<file path="src/rtl/rec_pkg.sv">
// Shared types and defaults for the serial Hamming distance block.
// The FSM state encoding and the default operand width live here.
package rec_pkg;

    localparam int REC_WORD_W = 8;

    typedef enum logic [1:0] {
        IDLE  = 2'd0,
        SHIFT = 2'd1,
        DONE  = 2'd2
    } hd_state_t;

endpackage

</file>
<file path="src/rtl/bit_accum.sv">
// XOR shift register plus popcount accumulator.
// Consumes one bit from the LSB end per step.
module bit_accum #(
    parameter int WIDTH = 8,
    parameter int CW    = 4
) (
    input  logic             clk,
    input  logic             rst,
    input  logic             load,
    input  logic             step,
    input  logic [WIDTH-1:0] din,
    output logic [CW-1:0]    acc_next
);

    logic [WIDTH-1:0] xr;
    logic [CW-1:0]    acc;

    // Count including the bit consumed this cycle.
    assign acc_next = acc + CW'(xr[0]);

    always_ff @(posedge clk or posedge rst) begin
        if (rst) begin
            xr  <= '0;
            acc <= '0;
        end else if (load) begin
            xr  <= din;
            acc <= '0;
        end else if (step) begin
            xr  <= xr >> 1;
            acc <= acc_next;
        end
    end

endmodule

</file>
<file path="src/rtl/hamming_serial.sv">
// Bit-serial Hamming distance with valid/ready on both sides.
// Fixed latency of WIDTH cycles from accept to result.
module hamming_serial
    import rec_pkg::*;
#(
    parameter int WIDTH = REC_WORD_W,
    localparam int CW   = $clog2(WIDTH + 1)
) (
    input  logic             clk,
    input  logic             rst,
    input  logic             in_valid,
    output logic             in_ready,
    input  logic [WIDTH-1:0] in_a,
    input  logic [WIDTH-1:0] in_b,
    output logic             out_valid,
    input  logic             out_ready,
    output logic [CW-1:0]    out_dist,
    output logic             out_equal,
    output logic             busy
);

    localparam int IW = $clog2(WIDTH);
    localparam logic [IW-1:0] LAST = IW'(WIDTH - 1);

    hd_state_t     state;
    logic [IW-1:0] idx;
    logic          load;
    logic          step;
    logic [CW-1:0] acc_next;

    assign load = (state == IDLE) && in_valid && in_ready;
    assign step = (state == SHIFT);

    bit_accum #(
        .WIDTH(WIDTH),
        .CW   (CW)
    ) u_accum (
        .clk     (clk),
        .rst     (rst),
        .load    (load),
        .step    (step),
        .din     (in_a ^ in_b),
        .acc_next(acc_next)
    );

    always_ff @(posedge clk or posedge rst) begin
        if (rst) begin
            state     <= IDLE;
            idx       <= '0;
            in_ready  <= 1'b1;
            out_valid <= 1'b0;
            out_dist  <= '0;
            out_equal <= 1'b0;
            busy      <= 1'b0;
        end else begin
            unique case (state)
                IDLE: begin
                    if (in_valid && in_ready) begin
                        state    <= SHIFT;
                        idx      <= '0;
                        in_ready <= 1'b0;
                        busy     <= 1'b1;
                    end
                end
                SHIFT: begin
                    // idx saturates at LAST; it is compared, never wrapped.
                    if (idx == LAST) begin
                        state     <= DONE;
                        out_valid <= 1'b1;
                        out_dist  <= acc_next;
                        out_equal <= (acc_next == '0);
                    end else begin
                        idx <= idx + IW'(1);
                    end
                end
                DONE: begin
                    if (out_ready) begin
                        state     <= IDLE;
                        in_ready  <= 1'b1;
                        out_valid <= 1'b0;
                        out_dist  <= '0;
                        out_equal <= 1'b0;
                        busy      <= 1'b0;
                    end
                end
                default: begin
                    state     <= IDLE;
                    in_ready  <= 1'b1;
                    out_valid <= 1'b0;
                    out_dist  <= '0;
                    out_equal <= 1'b0;
                    busy      <= 1'b0;
                end
            endcase
        end
    end

endmodule

</file>
<file path="config.mk">
export PLATFORM = sky130hd
export DESIGN_NAME = hamming_serial
export DESIGN_NICKNAME = d
export VERILOG_FILES = /design/src/rtl/rec_pkg.sv /design/src/rtl/bit_accum.sv /design/src/rtl/hamming_serial.sv
export SDC_FILE = /design/constraint.sdc
export NUM_CORES = 1
export LEC_CHECK = 0
export CAP_MARGIN = 20
export CORE_MARGIN = 3
export CORE_UTILIZATION = 61
export CTS_CLUSTER_SIZE = 8
export DETAILED_ROUTE_END_ITERATION = 6
export DONT_BUFFER_PORTS = 1
export GPL_TIMING_DRIVEN = 0
export PLACE_DENSITY = 0.85
export SYNTH_ARGS = -nofsm -noshare
export SYNTH_HDL_FRONTEND = slang
export SYNTH_HIERARCHICAL = 1
export SYNTH_SLANG_ARGS = --single-unit
</file>
<file path="constraint.sdc">
create_clock -name clk -period 1.9 [get_ports clk]
set_input_delay 0.38 -clock clk [delete_from_list [all_inputs] [get_ports clk]]
set_output_delay 0.38 -clock clk [all_outputs]
set_load 0.05 [all_outputs]
</file>
==> run_summary.xml, run 1 <==
<?xml version="1.0" encoding="UTF-8"?>
<metrics>
  <group name="outcome">
    <metric name="status" unit="">complete, no violations</metric>
  </group>
  <group name="synthesis">
    <metric name="yosys.cell_count.top_type" unit="">sky130_fd_sc_hd__dfrtp_1</metric>
    <metric name="synth_simple_gate_area_share" unit="%">12.5</metric>
    <metric name="yosys_register_bits" unit="">25</metric>
    <metric name="post-synth-top-area-fraction" unit="%">48.3</metric>
    <metric name="xor_xnor_share_of_the_synthesized_area" unit="%">7.05</metric>
    <metric name="synth_warnings" unit="">6</metric>
    <metric name="postSynthCellCount" unit="">111</metric>
    <metric name="synth.area.top_cells" unit="">sky130_fd_sc_hd__dfrtp_1 (48%), sky130_fd_sc_hd__mux2i_1 (7.3%), sky130_fd_sc_hd__xor2_1 (6.3%)</metric>
    <metric name="synth_async_sr_flop_share" unit="%">100</metric>
    <metric name="postSynthNetCount" unit="">135</metric>
    <metric name="share_of_the_synthesized_area_in_compound_gates_ao_oa_aoi_oai" unit="%">13.4</metric>
    <metric name="yosys-top-cells-count" unit="">sky130_fd_sc_hd__dfrtp_1 (24), sky130_fd_sc_hd__mux2i_1 (9), sky130_fd_sc_hd__nand2_1 (9), sky130_fd_sc_hd__xor2_1 (9)</metric>
    <metric name="edff_count_synth" unit="">0</metric>
    <metric name="synth-seq-area-share" unit="%">50.5</metric>
    <metric name="netlist_area" unit="mm²">0.00124</metric>
    <metric name="syn_avg_cell_area" unit="µm²">11.2</metric>
    <metric name="ys.flop_type" unit="">sky130_fd_sc_hd__dfrtp_1</metric>
    <metric name="number_of_distinct_library_cells_after_synthesis" unit="">31</metric>
    <metric name="synth_top_family_by_area" unit="">compound AO/OA/AOI/OAI gates</metric>
    <metric name="synth_top_area_cell" unit="">sky130_fd_sc_hd__dfrtp_1</metric>
    <metric name="post_synth_mux_area_share" unit="%">9.37</metric>
    <metric name="synth_fa_ha_area_share" unit="%">4.03</metric>
  </group>
  <group name="clock_tree">
    <metric name="cts-htree-levels" unit="">1</metric>
    <metric name="clock_tree.buffer_depth" unit="">2</metric>
    <metric name="post-cts-setup-buffers" unit="">0</metric>
    <metric name="tritoncts" unit="">built</metric>
    <metric name="ctsRootBufferMaster" unit="">sky130_fd_sc_hd__clkbuf_4</metric>
    <metric name="numCtsBuffers" unit="">3</metric>
    <metric name="worst_skew_pair.late_latency" unit="ns">0.30</metric>
    <metric name="clock-sinks" unit="">25</metric>
    <metric name="clk_transition_reported_paths" unit="ns">0.12</metric>
  </group>
  <group name="route">
    <metric name="drc_markers" unit="">0</metric>
    <metric name="drt_first_iter_violations" unit="">12</metric>
    <metric name="detail-route-antenna-nets" unit="">0</metric>
    <metric name="vias_per_cell" unit="">5.55</metric>
    <metric name="routed_wire_length_per_instance" unit="µm">13.8</metric>
    <metric name="wl" unit="µm">1940</metric>
    <metric name="vias" unit="">783</metric>
    <metric name="drt_pass1_iterations" unit="">4</metric>
  </group>
  <group name="grt">
    <metric name="grt-ovfl-total" unit="">0</metric>
    <metric name="groute.usage.overall" unit="%">16.5</metric>
    <metric name="grt_pass1_vias" unit="">720</metric>
    <metric name="grt_max_degree" unit="">14</metric>
    <metric name="antenna_violations_before_repair" unit="">0</metric>
    <metric name="grt_first_pass_wirelength" unit="µm">3220</metric>
  </group>
  <group name="timing">
    <metric name="totalNegativeSetupSlack" unit="ns">0</metric>
    <metric name="fin_worst_skew" unit="ns">0.000957</metric>
    <metric name="tightest_slew" unit="ns">0.511</metric>
    <metric name="rsz0062_at_grt" unit="">no</metric>
    <metric name="hold_violations" unit="">0</metric>
    <metric name="layout_worst_path_cycle_share" unit="%">91.0</metric>
    <metric name="achievable-frequency" unit="MHz">578</metric>
    <metric name="final.min_clock_period" unit="ns">1.73</metric>
    <metric name="finalSetupViolCount" unit="">0</metric>
    <metric name="max_slew_vio_count" unit="">0</metric>
    <metric name="slew-limit-headroom" unit="%">65.9</metric>
  </group>
  <group name="critical_path">
    <metric name="startpoint" unit="">in_ready$_DFFE_PP1P_</metric>
    <metric name="worstPathArrival" unit="ns">1.96</metric>
    <metric name="endpoint_kind" unit="">flip-flop</metric>
    <metric name="crit-reg2reg-capture" unit="">u_accum/xr[0]$_DFFE_PP0P_</metric>
    <metric name="worstPathBufferInverterCount" unit="">2</metric>
    <metric name="path_class" unit="">reg -&gt; reg</metric>
    <metric name="timing.rr.start" unit="">in_ready$_DFFE_PP1P_</metric>
    <metric name="critPathSlowestCell" unit="">sky130_fd_sc_hd__dfstp_2</metric>
    <metric name="timing.reg2reg.worst_path_depth" unit="">6</metric>
    <metric name="timing.critical_path.from_type" unit="">flip-flop</metric>
    <metric name="top_family_by_delay_on_critical_path" unit="">flip-flops</metric>
    <metric name="slowest_delay" unit="ns">0.73</metric>
    <metric name="path_max_fanout" unit="">10</metric>
    <metric name="worst_ep_required_time" unit="ns">2.13</metric>
    <metric name="crit_chain" unit="">nand3b_1 -&gt; nor2_2 -&gt; buf_4 -&gt; buf_2 -&gt; nand2_1 -&gt; o21ai_0</metric>
    <metric name="r2r_slack" unit="ns">0.17</metric>
  </group>
  <group name="place">
    <metric name="dp_hpwl" unit="µm">1480</metric>
    <metric name="placed_cells" unit="">136</metric>
    <metric name="number_of_buffers_added_on_ports" unit="">0</metric>
    <metric name="globalplace.congestion" unit="">0.772</metric>
  </group>
  <group name="pwr">
    <metric name="p_leak" unit="nW">0.629</metric>
    <metric name="p_total" unit="mW">1.71</metric>
    <metric name="power-per-cell-area" unit="mW/mm²">1310</metric>
    <metric name="vdd.ir_drop.worst" unit="µV">804</metric>
  </group>
  <group name="hold_path">
    <metric name="timing.hold.worst.class" unit="">in -&gt; reg</metric>
    <metric name="worst_hold_path.num_cells" unit="">2</metric>
    <metric name="hold_path_endpoint" unit="">in_ready$_DFFE_PP1P_</metric>
    <metric name="min_from" unit="">out_ready</metric>
  </group>
  <group name="run">
    <metric name="cap_viol_max_count" unit="">0</metric>
  </group>
  <group name="floorplan">
    <metric name="num_io_pins" unit="">28</metric>
    <metric name="starting_density_of_the_core" unit="%">68.2</metric>
    <metric name="fp.dieArea" unit="mm²">0.00261</metric>
    <metric name="core-area" unit="mm²">0.00182</metric>
    <metric name="floorplan.rows" unit="">15</metric>
    <metric name="die-width" unit="µm">51.1</metric>
    <metric name="die_height" unit="µm">51.1</metric>
  </group>
  <group name="final_layout">
    <metric name="filler_free_cell_count_of_the_finished_design" unit="">141</metric>
    <metric name="antennaDiodeCount" unit="">0</metric>
    <metric name="drive_gt1_share" unit="%">12.1</metric>
    <metric name="fin_nets" unit="">141</metric>
    <metric name="synthToLayoutAreaGrowth" unit="%">5.64</metric>
  </group>
</metrics>
## per-stage QoR
stage	util, %	hold slack [ns]	instance area, µm²	setup slack (ns)
finish	72.1	0.224	1310	0.171
global route	72.1	0.230	1310	0.0486
CTS	72.0	0.215	1310	0.0958
detailed placement	70.0	0.300	1270	0.123
global placement	70.0	0.297	1270	0.163
floorplan	-	0.245	1240	0.305
## sequential cells by signal (all words and copies together), names as in the netlist
name	flops
u_accum/acc	4
out_equal	1
in_ready	1
u_accum/xr	8
out_valid	1
out_dist	4
state	2
busy	1
idx	3
## per-layer routing
metal / track usage (%) / wire length, µm / part of all wire, %
met1: 22.0 / 912 / 47
met2: 27.0 / 916 / 47
met3: 2.92 / 101 / 5.2
met4: 5.38 / 10 / 0.52
met5: 0 / 0 / 0
## kinds of logic (layout without fill, tap and decap cells)
family,Yosys count,after routing
simple gates,30,30
fa+ha+maj,4,4
compound gates,24,24
flops,25,25
mux,11,11
buf+inv,7,12
xor+xnor,10,10
## worst max-delay path by stage
stage | end | slack (ns) | cells past startpoint
after floorplan | u_accum/acc[3]$_DFFE_PP0P_ | 0.31 | 5
after global placement | u_accum/xr[7]$_DFFE_PP0P_ | 0.16 | 6
after detailed placement | u_accum/xr[7]$_DFFE_PP0P_ | 0.12 | 6
after CTS | u_accum/xr[0]$_DFFE_PP0P_ | 0.1 | 6
after global routing | u_accum/xr[7]$_DFFE_PP0P_ | 0.05 | 6
final | u_accum/xr[0]$_DFFE_PP0P_ | 0.17 | 6
## cell usage in the layout (no fill, tap or decap), types with 2 or more instances in the layout
master	n
sky130_fd_sc_hd__a21o_1	3
sky130_fd_sc_hd__a21oi_1	2
sky130_fd_sc_hd__a22o_1	7
sky130_fd_sc_hd__buf_2	2
sky130_fd_sc_hd__clkbuf_4	3
sky130_fd_sc_hd__dfrtp_1	24
sky130_fd_sc_hd__ha_1	4
sky130_fd_sc_hd__inv_1	3
sky130_fd_sc_hd__mux2i_1	9
sky130_fd_sc_hd__nand2_1	9
sky130_fd_sc_hd__nand2b_1	3
sky130_fd_sc_hd__nand3b_1	2
sky130_fd_sc_hd__nor2_1	6
sky130_fd_sc_hd__nor2b_1	2
sky130_fd_sc_hd__o21ai_0	5
sky130_fd_sc_hd__o21ai_1	5
sky130_fd_sc_hd__xor2_1	9
## area by class of cell
| type | count | area (µm²) |
|---|---|---|
| plain buffers | 4 | 28.8 |
| clock buffers | 4 | 26.3 |
| fillers | 149 | 508 |
| inverters | 3 | 11.3 |
| multi-input cells | 79 | 578 |
| flip-flops and latches | 25 | 627 |
| well taps | 25 | 31.3 |
| repair buffers | 1 | 10.0 |
## what timing repair did
action	in CTS	in global routing
endpoints found under the setup margin	0	4
gates resized for setup	0	1
hold endpoints to repair	24	0
hold buffers	1	0
## worst register-to-register path, cell delays in order, from the launching register on
cell	delay, ns
sky130_fd_sc_hd__dfstp_2	0.73
sky130_fd_sc_hd__nand3b_1	0.17
sky130_fd_sc_hd__nor2_2	0.18
sky130_fd_sc_hd__buf_4	0.20
sky130_fd_sc_hd__buf_2	0.23
sky130_fd_sc_hd__nand2_1	0.07
sky130_fd_sc_hd__o21ai_0	0.07
## report_power, final
part	switching, mW	internal, mW	total [mW]	leakage (nW)
Clock	0.141	0.0817	0.222	0.0150
Sequential	0.309	0.716	1.03	0.319
Combinational	0.210	0.258	0.467	0.295
Power figures use the tool's default switching activity.
==> run 2, diff against run 1 <==
Settings changed: CORE_MARGIN 3 to 2, CORE_UTILIZATION 61 to 64, PLACE_DENSITY 0.85 to 0.88.
Clock period 1.9 ns to 2.1 ns, I/O delays scaled along.
==> run 2 against run 1 <==
The flow now finishes with violations (hold timing). Non-clock buffer count is 1 lower. Total power shrank 8.0%. Clock power down 5%. Sequential power is 9% lower. Design area decreased by 0.67%. Worst setup slack gained 0.12 ns. Die area decreased by 12%. Sequential share of layout area increased by 0.32 points. Fmax shrank 4.3%. Critical path depth is the same. Critical path type unchanged. Largest cell class unchanged.
==> run_summary.xml, run 2 (synthesis gave the netlist of run 1 again) <==
<?xml version="1.0" encoding="UTF-8"?>
<metrics>
  <group name="floorplan">
    <metric name="die_height" unit="µm">48.1</metric>
    <metric name="num_io_pins" unit="">28</metric>
    <metric name="floorplan.rows" unit="">15</metric>
    <metric name="core-area" unit="mm²">0.00178</metric>
    <metric name="die-width" unit="µm">48.1</metric>
    <metric name="fp.dieArea" unit="mm²">0.00231</metric>
    <metric name="starting_density_of_the_core" unit="%">69.7</metric>
  </group>
  <group name="critical_path">
    <metric name="crit_chain" unit="">nand3b_1 -&gt; nor2_1 -&gt; buf_4 -&gt; buf_2 -&gt; nand2_1 -&gt; o21ai_1</metric>
    <metric name="path_class" unit="">reg -&gt; reg</metric>
    <metric name="worst_ep_required_time" unit="ns">2.34</metric>
    <metric name="worstPathArrival" unit="ns">2.04</metric>
    <metric name="worstPathBufferInverterCount" unit="">2</metric>
    <metric name="slowest_delay" unit="ns">0.74</metric>
    <metric name="timing.critical_path.from_type" unit="">flip-flop</metric>
    <metric name="endpoint_kind" unit="">flip-flop</metric>
    <metric name="top_family_by_delay_on_critical_path" unit="">flip-flops</metric>
    <metric name="critPathSlowestCell" unit="">sky130_fd_sc_hd__dfstp_2</metric>
    <metric name="path_max_fanout" unit="">10</metric>
  </group>
  <group name="route">
    <metric name="vias_per_cell" unit="">5.64</metric>
    <metric name="drc_markers" unit="">0</metric>
    <metric name="drt_pass1_iterations" unit="">4</metric>
    <metric name="wl" unit="µm">2060</metric>
    <metric name="vias" unit="">790</metric>
    <metric name="routed_wire_length_per_instance" unit="µm">14.7</metric>
    <metric name="detail-route-antenna-nets" unit="">0</metric>
    <metric name="drt_first_iter_violations" unit="">10</metric>
  </group>
  <group name="timing">
    <metric name="rsz0062_at_grt" unit="">no</metric>
    <metric name="final.min_clock_period" unit="ns">1.81</metric>
    <metric name="finalSetupViolCount" unit="">0</metric>
    <metric name="totalNegativeSetupSlack" unit="ns">0</metric>
    <metric name="hold_slack" unit="ns">-0.0105</metric>
    <metric name="tightest_slew" unit="ns">0.498</metric>
    <metric name="fin_worst_skew" unit="ns">0.00633</metric>
    <metric name="achievable-frequency" unit="MHz">553</metric>
    <metric name="layout_worst_path_cycle_share" unit="%">86.0</metric>
    <metric name="slew-limit-headroom" unit="%">66.8</metric>
    <metric name="hold_violations" unit="">23</metric>
    <metric name="max_slew_vio_count" unit="">0</metric>
  </group>
  <group name="grt">
    <metric name="grt_pass1_vias" unit="">753</metric>
    <metric name="groute.usage.overall" unit="%">21.2</metric>
    <metric name="grt-ovfl-total" unit="">0</metric>
    <metric name="grt_first_pass_wirelength" unit="µm">3310</metric>
    <metric name="antenna_violations_before_repair" unit="">0</metric>
    <metric name="grt_max_degree" unit="">16</metric>
  </group>
  <group name="outcome">
    <metric name="failed_checks" unit="">hold timing</metric>
    <metric name="status" unit="">finished with violations</metric>
  </group>
  <group name="clock_tree">
    <metric name="cts.hold.buffers_added" unit="">0</metric>
    <metric name="worst_skew_pair.late_latency" unit="ns">0.31</metric>
    <metric name="cts_resized" unit="">0</metric>
    <metric name="post-cts-setup-buffers" unit="">0</metric>
    <metric name="numCtsBuffers" unit="">3</metric>
    <metric name="tritoncts" unit="">built</metric>
    <metric name="cts-htree-levels" unit="">1</metric>
    <metric name="clk_transition_reported_paths" unit="ns">0.14</metric>
    <metric name="clock-sinks" unit="">25</metric>
    <metric name="clock_tree.buffer_depth" unit="">2</metric>
    <metric name="ctsRootBufferMaster" unit="">sky130_fd_sc_hd__clkbuf_4</metric>
  </group>
  <group name="pwr">
    <metric name="p_leak" unit="nW">0.625</metric>
    <metric name="vdd.ir_drop.worst" unit="µV">778</metric>
    <metric name="power-per-cell-area" unit="mW/mm²">1210</metric>
  </group>
  <group name="final_layout">
    <metric name="final_common_cell" unit="">sky130_fd_sc_hd__dfrtp_1</metric>
    <metric name="largest_register_ff_count" unit="">8</metric>
    <metric name="finish.instance_area" unit="mm²">0.00130</metric>
    <metric name="reg.largest.list" unit="">u_accum/xr x8, out_dist x4, u_accum/acc x4</metric>
    <metric name="antennaDiodeCount" unit="">0</metric>
    <metric name="leading_cell_types_in_the_layout_fill_and_taps_excluded" unit="">sky130_fd_sc_hd__dfrtp_1 (24), sky130_fd_sc_hd__xor2_1 (9), sky130_fd_sc_hd__nand2_1 (9), sky130_fd_sc_hd__mux2i_1 (9)</metric>
    <metric name="drive_gt1_share" unit="%">12.2</metric>
    <metric name="synthToLayoutAreaGrowth" unit="%">4.93</metric>
    <metric name="filler_free_cell_count_of_the_finished_design" unit="">140</metric>
    <metric name="top_register" unit="">u_accum/xr</metric>
    <metric name="fin_nets" unit="">140</metric>
  </group>
  <group name="place">
    <metric name="globalplace.congestion" unit="">0.730</metric>
    <metric name="number_of_buffers_added_on_ports" unit="">0</metric>
    <metric name="placed_cells" unit="">136</metric>
    <metric name="area_after_detailed_placement" unit="mm²">0.00127</metric>
    <metric name="dp_hpwl" unit="µm">1570</metric>
  </group>
  <group name="run">
    <metric name="cap_viol_max_count" unit="">0</metric>
  </group>
  <group name="hold_path">
    <metric name="timing.hold.worst.class" unit="">in -&gt; async</metric>
  </group>
</metrics>
-- run 2: cell types whose count changed in the layout (fill, tap and decap cells not counted) --
cell                            delta
sky130_fd_sc_hd__nor2_2            -1
sky130_fd_sc_hd__dlygate4sd3_1     -1
sky130_fd_sc_hd__nor2_1            +1
sky130_fd_sc_hd__clkinvlp_4        +1
sky130_fd_sc_hd__clkbuf_1          -1
-- run 2: report_power, final --
part,internal [mW],switching (mW),total [mW],leakage (nW)
sequential,0.648,0.287,0.935,0.319
combinational,0.233,0.199,0.432,0.292
clock,0.0724,0.139,0.211,0.0139
total,0.953,0.625,1.58,0.625
-- run 2: area by class of cell --
type / instances / area [µm²]
Clock inverter: 1 / 7.51
Buffer: 4 / 28.8
Clock buffer: 3 / 22.5
Sequential cell: 25 / 627
Tap cell: 25 / 31.3
Inverter: 3 / 11.3
Fill cell: 128 / 479
Multi-Input combinational cell: 79 / 576
-- run 2: path summary, 6_finish.rpt --
path	startpoint	endpoint	slack (ns)	depth (start not counted)
worst max-delay path	in_ready$_DFFE_PP1P_	u_accum/xr[5]$_DFFE_PP0P_	0.29	6
worst min-delay path	rst	u_accum/acc[2]$_DFFE_PP0P_	-0.01	1
worst max register to register	in_ready$_DFFE_PP1P_	u_accum/xr[5]$_DFFE_PP0P_	0.29	6
worst min register to register	idx[1]$_DFFE_PP0P_	idx[1]$_DFFE_PP0P_	0.52	1
max in group asynchronous	rst	in_ready$_DFFE_PP1P_	1.76	1
min in group clk	out_ready	in_ready$_DFFE_PP1P_	0.26	2
-- run 2: stage by stage --
| stage | worst slack (ns) | hold slack, ns | utilization [%] | power [mW] |
|---|---|---|---|---|
| 2_1_floorplan | 0.505 | 0.285 | - | 1.27 |
| 3_3_place_gp | 0.360 | 0.335 | 71.4 | 1.33 |
| 3_5_place_dp | 0.330 | 0.356 | 71.4 | 1.38 |
| 4_1_cts | 0.292 | 0.00645 | 73.1 | 1.60 |
| 5_1_grt | 0.179 | 0.0133 | 73.1 | 1.68 |
| 6_report | 0.293 | -0.0105 | 73.1 | 1.58 |
-- run 2: layer usage --
metal	GRT usage (%)	share of wire (%)	vias up
li1	-	-	394
met1	27.3	45	375
met2	34.9	50	17
met3	4.91	3.5	4
met4	7.57	1.8	0
met5	0	0	-
==> patch (settings of run 1) <==
Set the package constant `REC_WORD_W` to 16 (it was 8).
--- a/src/rtl/rec_pkg.sv
+++ b/src/rtl/rec_pkg.sv
@@ -4,3 +4,3 @@
 
-    localparam int REC_WORD_W = 8;
+    localparam int REC_WORD_W = 16;
 
Interface: changed (resized in_a, in_b and out_dist); port bits go from 28 to 45. No check against the original RTL was run, so the function may have changed too.
==> patch against run 1 <==
Combinational power up 99%; non-clock buffer count increased by 2; total power up 70%; critical path depth is the same; sequential cell count increased by 11; first-iteration DRC count grew to 5.7 times the old value; maximum frequency down 6.7%; sequential power up 52%; routed wire length up 71%; final area rose by 55%; area after synthesis increased by 54%; setup slack worse by 0.12 ns; largest cell class is now multi-input gates; highest routed layer unchanged.
==> patch: results (changes against run 1) <==
| Metric | Value |
|---|---|
| Worst slew pin tran | `0.777 ns (+0.266 ns)` |
| Status | `finished, final reports clean` |
| Post-Place Cell Area | `0.00196 mm^2 (+54%)` |
| M3 GR Usage | `0.0723 (+0.0432)` |
| Slowest cell on the critical path | `or4_1` |
| DR iter-0 viols | `68 (+56)` |
| Crit path DAT | `2.14 ns (+0.18 ns)` |
| CTS Buf Count | `5 (+2)` |
| XOR/XNOR Fraction of Synth Area | `0.0916 (+0.0211)` |
| Share of layout cells above drive strength 1 | `0.148 (+0.0275)` |
| HP Class | `in2async` |
| Syn nets | `219 (+62%)` |
| WHS | `0.0631 ns (-0.161 ns)` |
| P_leak | `0.000854 uW (+36%)` |
| Routed met2 length | `1660 um (+81%)` |
| Nets | `227 (+61%)` |
| Setup Skew | `0.00543 ns (+0.00448 ns)` |
| Register area share after synthesis | `0.472 (-0.0327)` |
| M1 GR Usage | `0.227 (+0.00726)` |
| Synth cell count leaders | `dfrtp_1, mux2i_1, nand2_1` |
| DR vias | `1,299 (+66%)` |
| Fillers | `234 (+57%)` |
| Mean post-synth cell area | `10.6 um^2 (-5.1%)` |
| Maximum VDD drop | `0.000730 V (-9.1%)` |
| Post-Place Setup Slack | `0.0261 ns (-0.0967 ns)` |
| WL met3 | `233 um (+130%)` |
| GR met2 Demand/Resource | `0.331 (+0.0610)` |
| Post-synthesis cell type count | `37 (+19%)` |
| Skew-Pair Late Insertion Delay | `0.33 ns (+0.03 ns)` |
| Reg2Reg Setup Slack | `0.05 ns (-0.12 ns)` |
| Vias in the first global route | `1,241 (+72%)` |
| Cell Int Power | `1710 uW (+62%)` |
| Mux cell area share after synthesis | `0.135 (+0.0412)` |
| Synthesized-area fraction occupied by adder cells | `0.0196 (-0.0206)` |
| Crit path max fanout | `5 (-5)` |
| Cell family with most CP delay | `simple AND/OR/NAND/NOR gates` |
| Min Tclk post-route | `1.85 ns (+0.125 ns)` |
| Comb power frac | `0.318 (+0.045)` |
| Largest net degree at the start of global routing | `22 (+8)` |
| Routed metal-1 wire length | `1370 um (+50%)` |
| Reg clk slew, reported paths | `0.10 ns (-0.02 ns)` |
| GRT Util Overall | `0.195 (+0.0306)` |
| Top flop regs | `u_accum/xr x16, out_dist x5, u_accum/acc x5` |
| Post-Route WL | `3330 um (+71%)` |
| Worst reg2reg startpoint | `u_accum/xr[0]` |
| CP max stage delay | `0.52 ns (-0.21 ns)` |
## patch: changes by cell type in the layout (fill, tap and decap cells not counted), moves of 8 or more
| cell | change |
|---|---|
| o21ai_1 | +10 |
| dfrtp_1 | +11 |
| nand2_1 | +12 |
| xor2_1 | +8 |
| mux2i_1 | +13 |
| inv_1 | +9 |
## patch: cell type report
class | count | area [um^2] | share of cell area
Multi-Input combinational cell | 124 | 920 | 0.451
Sequential cell | 36 | 902 | 0.442
Clock buffer | 8 | 58.8 | 0.0288
Inverter | 14 | 52.6 | 0.0258
Tap cell | 42 | 52.6 | 0.0258
Buffer | 6 | 45.0 | 0.0221
Timing Repair Buffer | 1 | 10.0 | 0.00490
## patch: power groups by stage
stage	Combinational [uW]	Sequential, uW	Clock (uW)
5_1_grt	1060	1620	475
3_5_place_dp	916	1590	0
4_1_cts	924	1570	433
6_report	930	1570	421
2_1_floorplan	771	1520	0
3_3_place_gp	863	1560	0
